--- config.mk ---
export PLATFORM = sky130hd
export DESIGN_NAME = riscv_if_redirect_arb
export DESIGN_NICKNAME = d
export VERILOG_FILES = /design/src/rtl/riscv_state_pkg.sv /design/src/rtl/riscv_if_redirect_arb.sv
export SDC_FILE = /design/constraint.sdc
export NUM_CORES = 1
export LEC_CHECK = 0
export BUFFER_PORTS_ARGS = -buffer_cell sky130_fd_sc_hd__buf_2
export CAP_MARGIN = 20
export CORE_ASPECT_RATIO = 0.7
export CORE_UTILIZATION = 54
export DETAILED_ROUTE_END_ITERATION = 8
export GPL_TIMING_DRIVEN = 0
export PLACE_DENSITY = 0.92
export SLEW_MARGIN = 20
export SYNTH_ARGS = -nofsm -noshare
export SYNTH_HDL_FRONTEND = slang
export SYNTH_SLANG_ARGS = --single-unit
--- constraint.sdc ---
create_clock -name clk_i -period 4.25 [get_ports clk_i]
set_clock_uncertainty 0.05 [all_clocks]
set_input_delay 0.6375 -clock clk_i [delete_from_list [all_inputs] [get_ports clk_i]]
set_output_delay 0.6375 -clock clk_i [all_outputs]
set_load 0.01 [all_outputs]
--- src/rtl/riscv_state_pkg.sv ---
// Shared types for the IF redirect arbiter.
// Source encoding doubles as priority: compare numerically.
package riscv_state_pkg;

  typedef enum logic [1:0] {
    SRC_NONE = 2'd0,
    SRC_PD   = 2'd1,
    SRC_BU   = 2'd2,
    SRC_ST   = 2'd3
  } redirect_src_t;

  typedef enum logic {
    ST_IDLE = 1'b0,
    ST_PEND = 1'b1
  } arb_state_t;

endpackage

--- src/rtl/riscv_if_redirect_arb.sv ---
// Next-PC redirect arbiter in front of instruction fetch.
// ST > BU > PD, one held redirect, PD squash after flushes.
module riscv_if_redirect_arb
  import riscv_state_pkg::*;
#(
  parameter int              XLEN          = 32,
  parameter logic [XLEN-1:0] PC_INIT       = 'h200,
  parameter int              HAS_RVC       = 0,
  parameter int              SQUASH_CYCLES = 2
) (
  input  logic            clk_i,
  input  logic            rst_ni,
  input  logic            st_flush_i,
  input  logic [XLEN-1:0] st_nxt_pc_i,
  input  logic            bu_flush_i,
  input  logic [XLEN-1:0] bu_nxt_pc_i,
  input  logic            pd_latch_nxt_pc_i,
  input  logic [XLEN-1:0] pd_nxt_pc_i,
  input  logic            du_mode_i,
  input  logic            if_ready_i,
  output logic            if_redirect_o,
  output logic [XLEN-1:0] if_redirect_pc_o,
  output redirect_src_t   if_redirect_src_o,
  output logic            pd_drop_o,
  output logic            busy_o
);

  localparam logic [XLEN-1:0] ADR_MASK =
    (HAS_RVC != 0) ? ({XLEN{1'b1}} << 1)
                   : ({XLEN{1'b1}} << 2);

  localparam int SQW =
    (SQUASH_CYCLES > 0) ? $clog2(SQUASH_CYCLES + 1) : 1;

  localparam logic [SQW-1:0] SQ_LOAD = SQW'(SQUASH_CYCLES);

  arb_state_t      state;
  redirect_src_t   pend_src;
  logic [XLEN-1:0] pend_pc;
  logic [SQW-1:0]  sq_cnt;

  redirect_src_t   new_src;
  logic [XLEN-1:0] new_pc;
  redirect_src_t   cand_src;
  logic [XLEN-1:0] cand_pc;
  logic            cand_new;
  logic            pd_ok;
  logic            pd_lost;
  logic            flush_evt;
  logic            fire;

  assign pd_ok = pd_latch_nxt_pc_i & ~du_mode_i
               & (sq_cnt == '0);

  // Pick this cycle's new event by fixed priority
  always_comb begin
    new_src = SRC_NONE;
    new_pc  = '0;
    unique case (1'b1)
      st_flush_i: begin
        new_src = SRC_ST;
        new_pc  = st_nxt_pc_i;
      end
      (~st_flush_i & bu_flush_i): begin
        new_src = SRC_BU;
        new_pc  = bu_nxt_pc_i;
      end
      (~st_flush_i & ~bu_flush_i & pd_ok): begin
        new_src = SRC_PD;
        new_pc  = pd_nxt_pc_i;
      end
      default: begin
        new_src = SRC_NONE;
        new_pc  = '0;
      end
    endcase
  end

  // New event wins over the held one at equal or higher priority
  always_comb begin
    cand_new = (new_src != SRC_NONE)
             & (new_src >= pend_src);
    cand_src = cand_new ? new_src : pend_src;
    cand_pc  = cand_new ? new_pc  : pend_pc;
  end

  assign fire      = (cand_src != SRC_NONE) & if_ready_i;
  assign flush_evt = (new_src == SRC_ST) | (new_src == SRC_BU);
  assign pd_lost   = pd_latch_nxt_pc_i
                   & ~(cand_new & (new_src == SRC_PD));

  // Hold/issue FSM with registered IF-side outputs
  always_ff @(posedge clk_i or negedge rst_ni) begin
    if (!rst_ni) begin
      state             <= ST_IDLE;
      pend_src          <= SRC_NONE;
      pend_pc           <= '0;
      if_redirect_o     <= 1'b0;
      if_redirect_pc_o  <= PC_INIT & ADR_MASK;
      if_redirect_src_o <= SRC_NONE;
      pd_drop_o         <= 1'b0;
    end else begin
      if_redirect_o <= fire;
      pd_drop_o     <= pd_lost;
      if (fire) begin
        if_redirect_pc_o  <= cand_pc & ADR_MASK;
        if_redirect_src_o <= cand_src;
      end
      unique case (state)
        ST_IDLE: begin
          if ((cand_src != SRC_NONE) && !if_ready_i) begin
            pend_src <= cand_src;
            pend_pc  <= cand_pc;
            state    <= ST_PEND;
          end
        end
        ST_PEND: begin
          if (if_ready_i) begin
            pend_src <= SRC_NONE;
            state    <= ST_IDLE;
          end else begin
            pend_src <= cand_src;
            pend_pc  <= cand_pc;
          end
        end
        default: state <= ST_IDLE;
      endcase
    end
  end

  // Refill window: ignore PD predictions right after a flush
  always_ff @(posedge clk_i or negedge rst_ni) begin
    if (!rst_ni) begin
      sq_cnt <= '0;
    end else if (flush_evt) begin
      sq_cnt <= SQ_LOAD;
    end else if (sq_cnt != '0) begin
      sq_cnt <= sq_cnt - 1'b1;
    end
  end

  assign busy_o = (state == ST_PEND);

endmodule

==> Flow_metrics.wiki <==
{| class="wikitable"
! Metric !! Value
|-
| Number of antenna violations at the first check in global routing || 0
|-
| Std-Cell Rows || 25
|-
| Layout-stage area growth over the synthesis result || 26.0%
|-
| Data required time at the worst endpoint || 4.42 ns
|-
| Number of cell instances on the worst register-to-register path || 14
|-
| Per-cell routed wire length || 16.7 um
|-
| Final setup TNS || 0 ns
|-
| Power per Cell Area || 636 nW/um^2
|-
| Clock Path Buffers || 2
|-
| Area occupied by registers || 1730 um^2
|-
| Number of flops mapped to enable cells by yosys || 0
|-
| CP Capture Type || flop
|-
| Total number of H-tree levels || 3
|-
| Wirelength, routed || 11.1 mm
|-
| Crit path max fanout || 10
|-
| Final standard cell count with taps included and fillers excluded || 669
|-
| Placement Cell Area || 4650 um^2
|-
| Initial cell density of the core || 56.4%
|-
| Ratio of cells with drive above 1 in the final layout || 29.7%
|-
| Iter 0 DRT Violations || 252
|-
| Detailed-placement wirelength estimate || 8.06 mm
|-
| Number of warnings reported in the yosys synthesis log || 0
|-
| Total core area || 6820 um^2
|-
| Count of unresolved DRC violations after routing || 0
|-
| CTS Buf Count || 9
|-
| Min Tclk post-route || 3.40 ns
|-
| Headroom to the max-slew limit || 62.7%
|-
| Portion of the clock cycle consumed by the worst path in the final layout || 80.0%
|-
| Highest-count cells in the layout ignoring fill and taps || 141 x sky130_fd_sc_hd__buf_2, 68 x sky130_fd_sc_hd__dfrtp_1, 63 x sky130_fd_sc_hd__o21ai_0
|-
| Initial DRT Pass Iterations || 6
|-
| Vert. Die Dim || 72.6 um
|-
| Number of top-level pins || 140
|-
| Register area share after synthesis || 44.9%
|-
| Number of distinct library cells after synthesis || 37
|-
| Worst-path clk slew || 0.07 ns
|-
| Number of fill cells || 551
|-
| Worst Tran Pin Value || 0.560 ns
|-
| Die Width || 103 um
|-
| Worst min-delay path class || in2async
|-
| DRT antenna net count || 0
|-
| Clock tree from TritonCTS || done
|-
| Clk_lat worst skew || 0.35 ns
|-
| Via density per instance || 5.92
|-
| Count of inserted antenna diode cells || 0
|-
| Unrepaired setup endpoints after global routing || no
|-
| Worst ir drop on vdd || 0.338 mV
|-
| Number of max-slew violations in the final report || 0
|-
| Leak Pwr || 2.43 nW
|-
| Number of synthesized register bits || 69
|-
| Clk Tree Root Cell || sky130_fd_sc_hd__clkbuf_8
|-
| Hold Vio Cnt, Final || 0
|-
| Floorplan die area || 7470 um^2
|-
| Multi-input logic area || 1790 um^2
|-
| Average size of a mapped cell || 8.98 um^2
|-
| Fraction of the core area covered by cells at the end of the flow || 71.1%
|-
| CTS Sinks || 69
|-
| Crit Path Class || reg2reg
|-
| GR Overflow Total || 0
|-
| Number of endpoints failing setup at the final stage || 0
|-
| Number of buffers added for setup after CTS || 0
|-
| Post-route cell area || 4850 um^2
|-
| First-pass GRT wire length || 18.2 mm
|-
| Most common flop cell mapped by yosys || sky130_fd_sc_hd__dfrtp_1
|-
| Total routing resource utilization after global routing || 32.4%
|-
| Placed cell count || 654
|-
| Data arrival time of the critical path || 3.56 ns
|-
| Outcome || completed
|-
| FFs w/ async S/R, synth || 100%
|-
| Total number of nets in the final design || 677
|-
| Max-cap violations || 0
|-
| Synthesized netlist cell count || 428
|-
| Number of global-route vias before repair || 3,914
|-
| Count of hold-fix buffers inserted at cts || 0
|-
| Port buffer count || 130
|-
| Number of vias in the routed layout || 3,961
|-
| Syn Std Cell Area || 3840 um^2
|-
| Crit path launch type || flop
|-
| RD Place Congestion || 0.834
|-
| Post-cts sizing count || 0
|-
| F_max || 0.294 GHz
|-
| Most common cell after layout, fill and taps aside || sky130_fd_sc_hd__buf_2
|-
| Pin count of the biggest net entering global routing || 50
|}
-- power by group --
group	internal [mW]	total [mW]	switching, mW
registers	0.977	1.19	0.208
clock network	0.298	0.546	0.248
logic	0.537	1.35	0.811
-- routing by layer --
| metal | up-vias | GRT usage (%) | wire length (um) |
|---|---|---|---|
| met2 | 219 | 52.6 | 5150 |
| met5 | - | 0 | 0 |
| met1 | 1897 | 42.0 | 4710 |
| met4 | 0 | 13.6 | 310 |
| li1 | 1814 | - | - |
| met3 | 31 | 7.85 | 968 |
-- area by class of cell --
| class | instances | share of cell area (%) |
|---|---|---|
| timing repair buffer | 131 | 14.0 |
| tap | 94 | 2.43 |
| buffer | 38 | 3.87 |
| multi-input combinational | 285 | 37.0 |
| inverter | 37 | 2.87 |
| clock buffer | 11 | 3.12 |
| clock inverter | 4 | 0.981 |
| sequential | 69 | 35.7 |
-- state kept, by name, summed over array words and instances (netlist names) --
signal             flops
busy_o                 1
if_redirect_o          1
if_redirect_pc_o      30
if_redirect_src_o      2
pd_drop_o              1
pend_pc               30
pend_src               2
sq_cnt                 2
-- kinds of logic (layout without fill, tap and decap cells) --
logic type | after synthesis | count (layout) | share of synthesized area, %
compound gates | 135 | 135 | 22.8
xor+xnor | 1 | 1 | 0.228
fa+ha+maj | 3 | 3 | 0.976
buf+inv | 75 | 221 | 8.49
flops | 69 | 69 | 44.9
mux | 30 | 30 | 7.81
other cells | 1 | 2 | 0.0975
simple gates | 114 | 114 | 14.6
-- final timing paths --
path,start,slack [ns],to
min reg2reg,if_redirect_src_o[1],0.43,if_redirect_src_o[1]
max,sq_cnt[0],0.85,pend_pc[20]
max reg2reg,sq_cnt[0],0.85,pend_pc[20]
min in group clk_i,if_redirect_src_o[1],0.43,if_redirect_src_o[1]
min,rst_ni,0.13,sq_cnt[0]
max in group asynchronous,rst_ni,3.49,if_redirect_pc_o[25]
-- Yosys cell counts (2+ instances only) --
master                     instances  area share (%)
sky130_fd_sc_hd__buf_6             3            0.88
sky130_fd_sc_hd__o21ai_0          63             8.2
sky130_fd_sc_hd__buf_4             2            0.39
sky130_fd_sc_hd__o31a_1            2            0.46
sky130_fd_sc_hd__mux2i_1          30             7.8
sky130_fd_sc_hd__dfrtp_1          68              44
sky130_fd_sc_hd__nand2_1          39             3.8
sky130_fd_sc_hd__buf_2            12             1.6
sky130_fd_sc_hd__a22oi_1          60              12
sky130_fd_sc_hd__nand3_1          61             7.9
sky130_fd_sc_hd__nor2_1            3            0.29
sky130_fd_sc_hd__inv_1            35             3.4
sky130_fd_sc_hd__clkbuf_1         21             2.1
sky130_fd_sc_hd__inv_2             2            0.20
sky130_fd_sc_hd__ha_1              3            0.98
sky130_fd_sc_hd__a21oi_1           3            0.39
-- critical path, stage by stage (launching register included) --
cell                       delay, ns
sky130_fd_sc_hd__dfrtp_1        0.39
sky130_fd_sc_hd__inv_1          0.07
sky130_fd_sc_hd__ha_1           0.24
sky130_fd_sc_hd__nand3b_1       0.29
sky130_fd_sc_hd__clkbuf_1       0.30
sky130_fd_sc_hd__nor2_1         0.13
sky130_fd_sc_hd__nor2_1         0.05
sky130_fd_sc_hd__ha_1           0.30
sky130_fd_sc_hd__nand2b_4       0.18
sky130_fd_sc_hd__a21oi_1        0.24
sky130_fd_sc_hd__a21oi_1        0.13
sky130_fd_sc_hd__o41a_1         0.33
sky130_fd_sc_hd__buf_2          0.16
sky130_fd_sc_hd__buf_2          0.23
sky130_fd_sc_hd__mux2i_1        0.17
-- per-stage QoR --
step	total power, mW	hold WS [ns]	worst slack [ns]
2_1_floorplan	2.02	0.292	1.37
5_1_grt	3.30	0.138	0.564
4_1_cts	3.07	0.126	0.862
6_report	3.08	0.126	0.851
3_5_place_dp	2.52	0.413	0.783
3_3_place_gp	2.42	0.406	0.820
(Power assumes the default switching activity.)
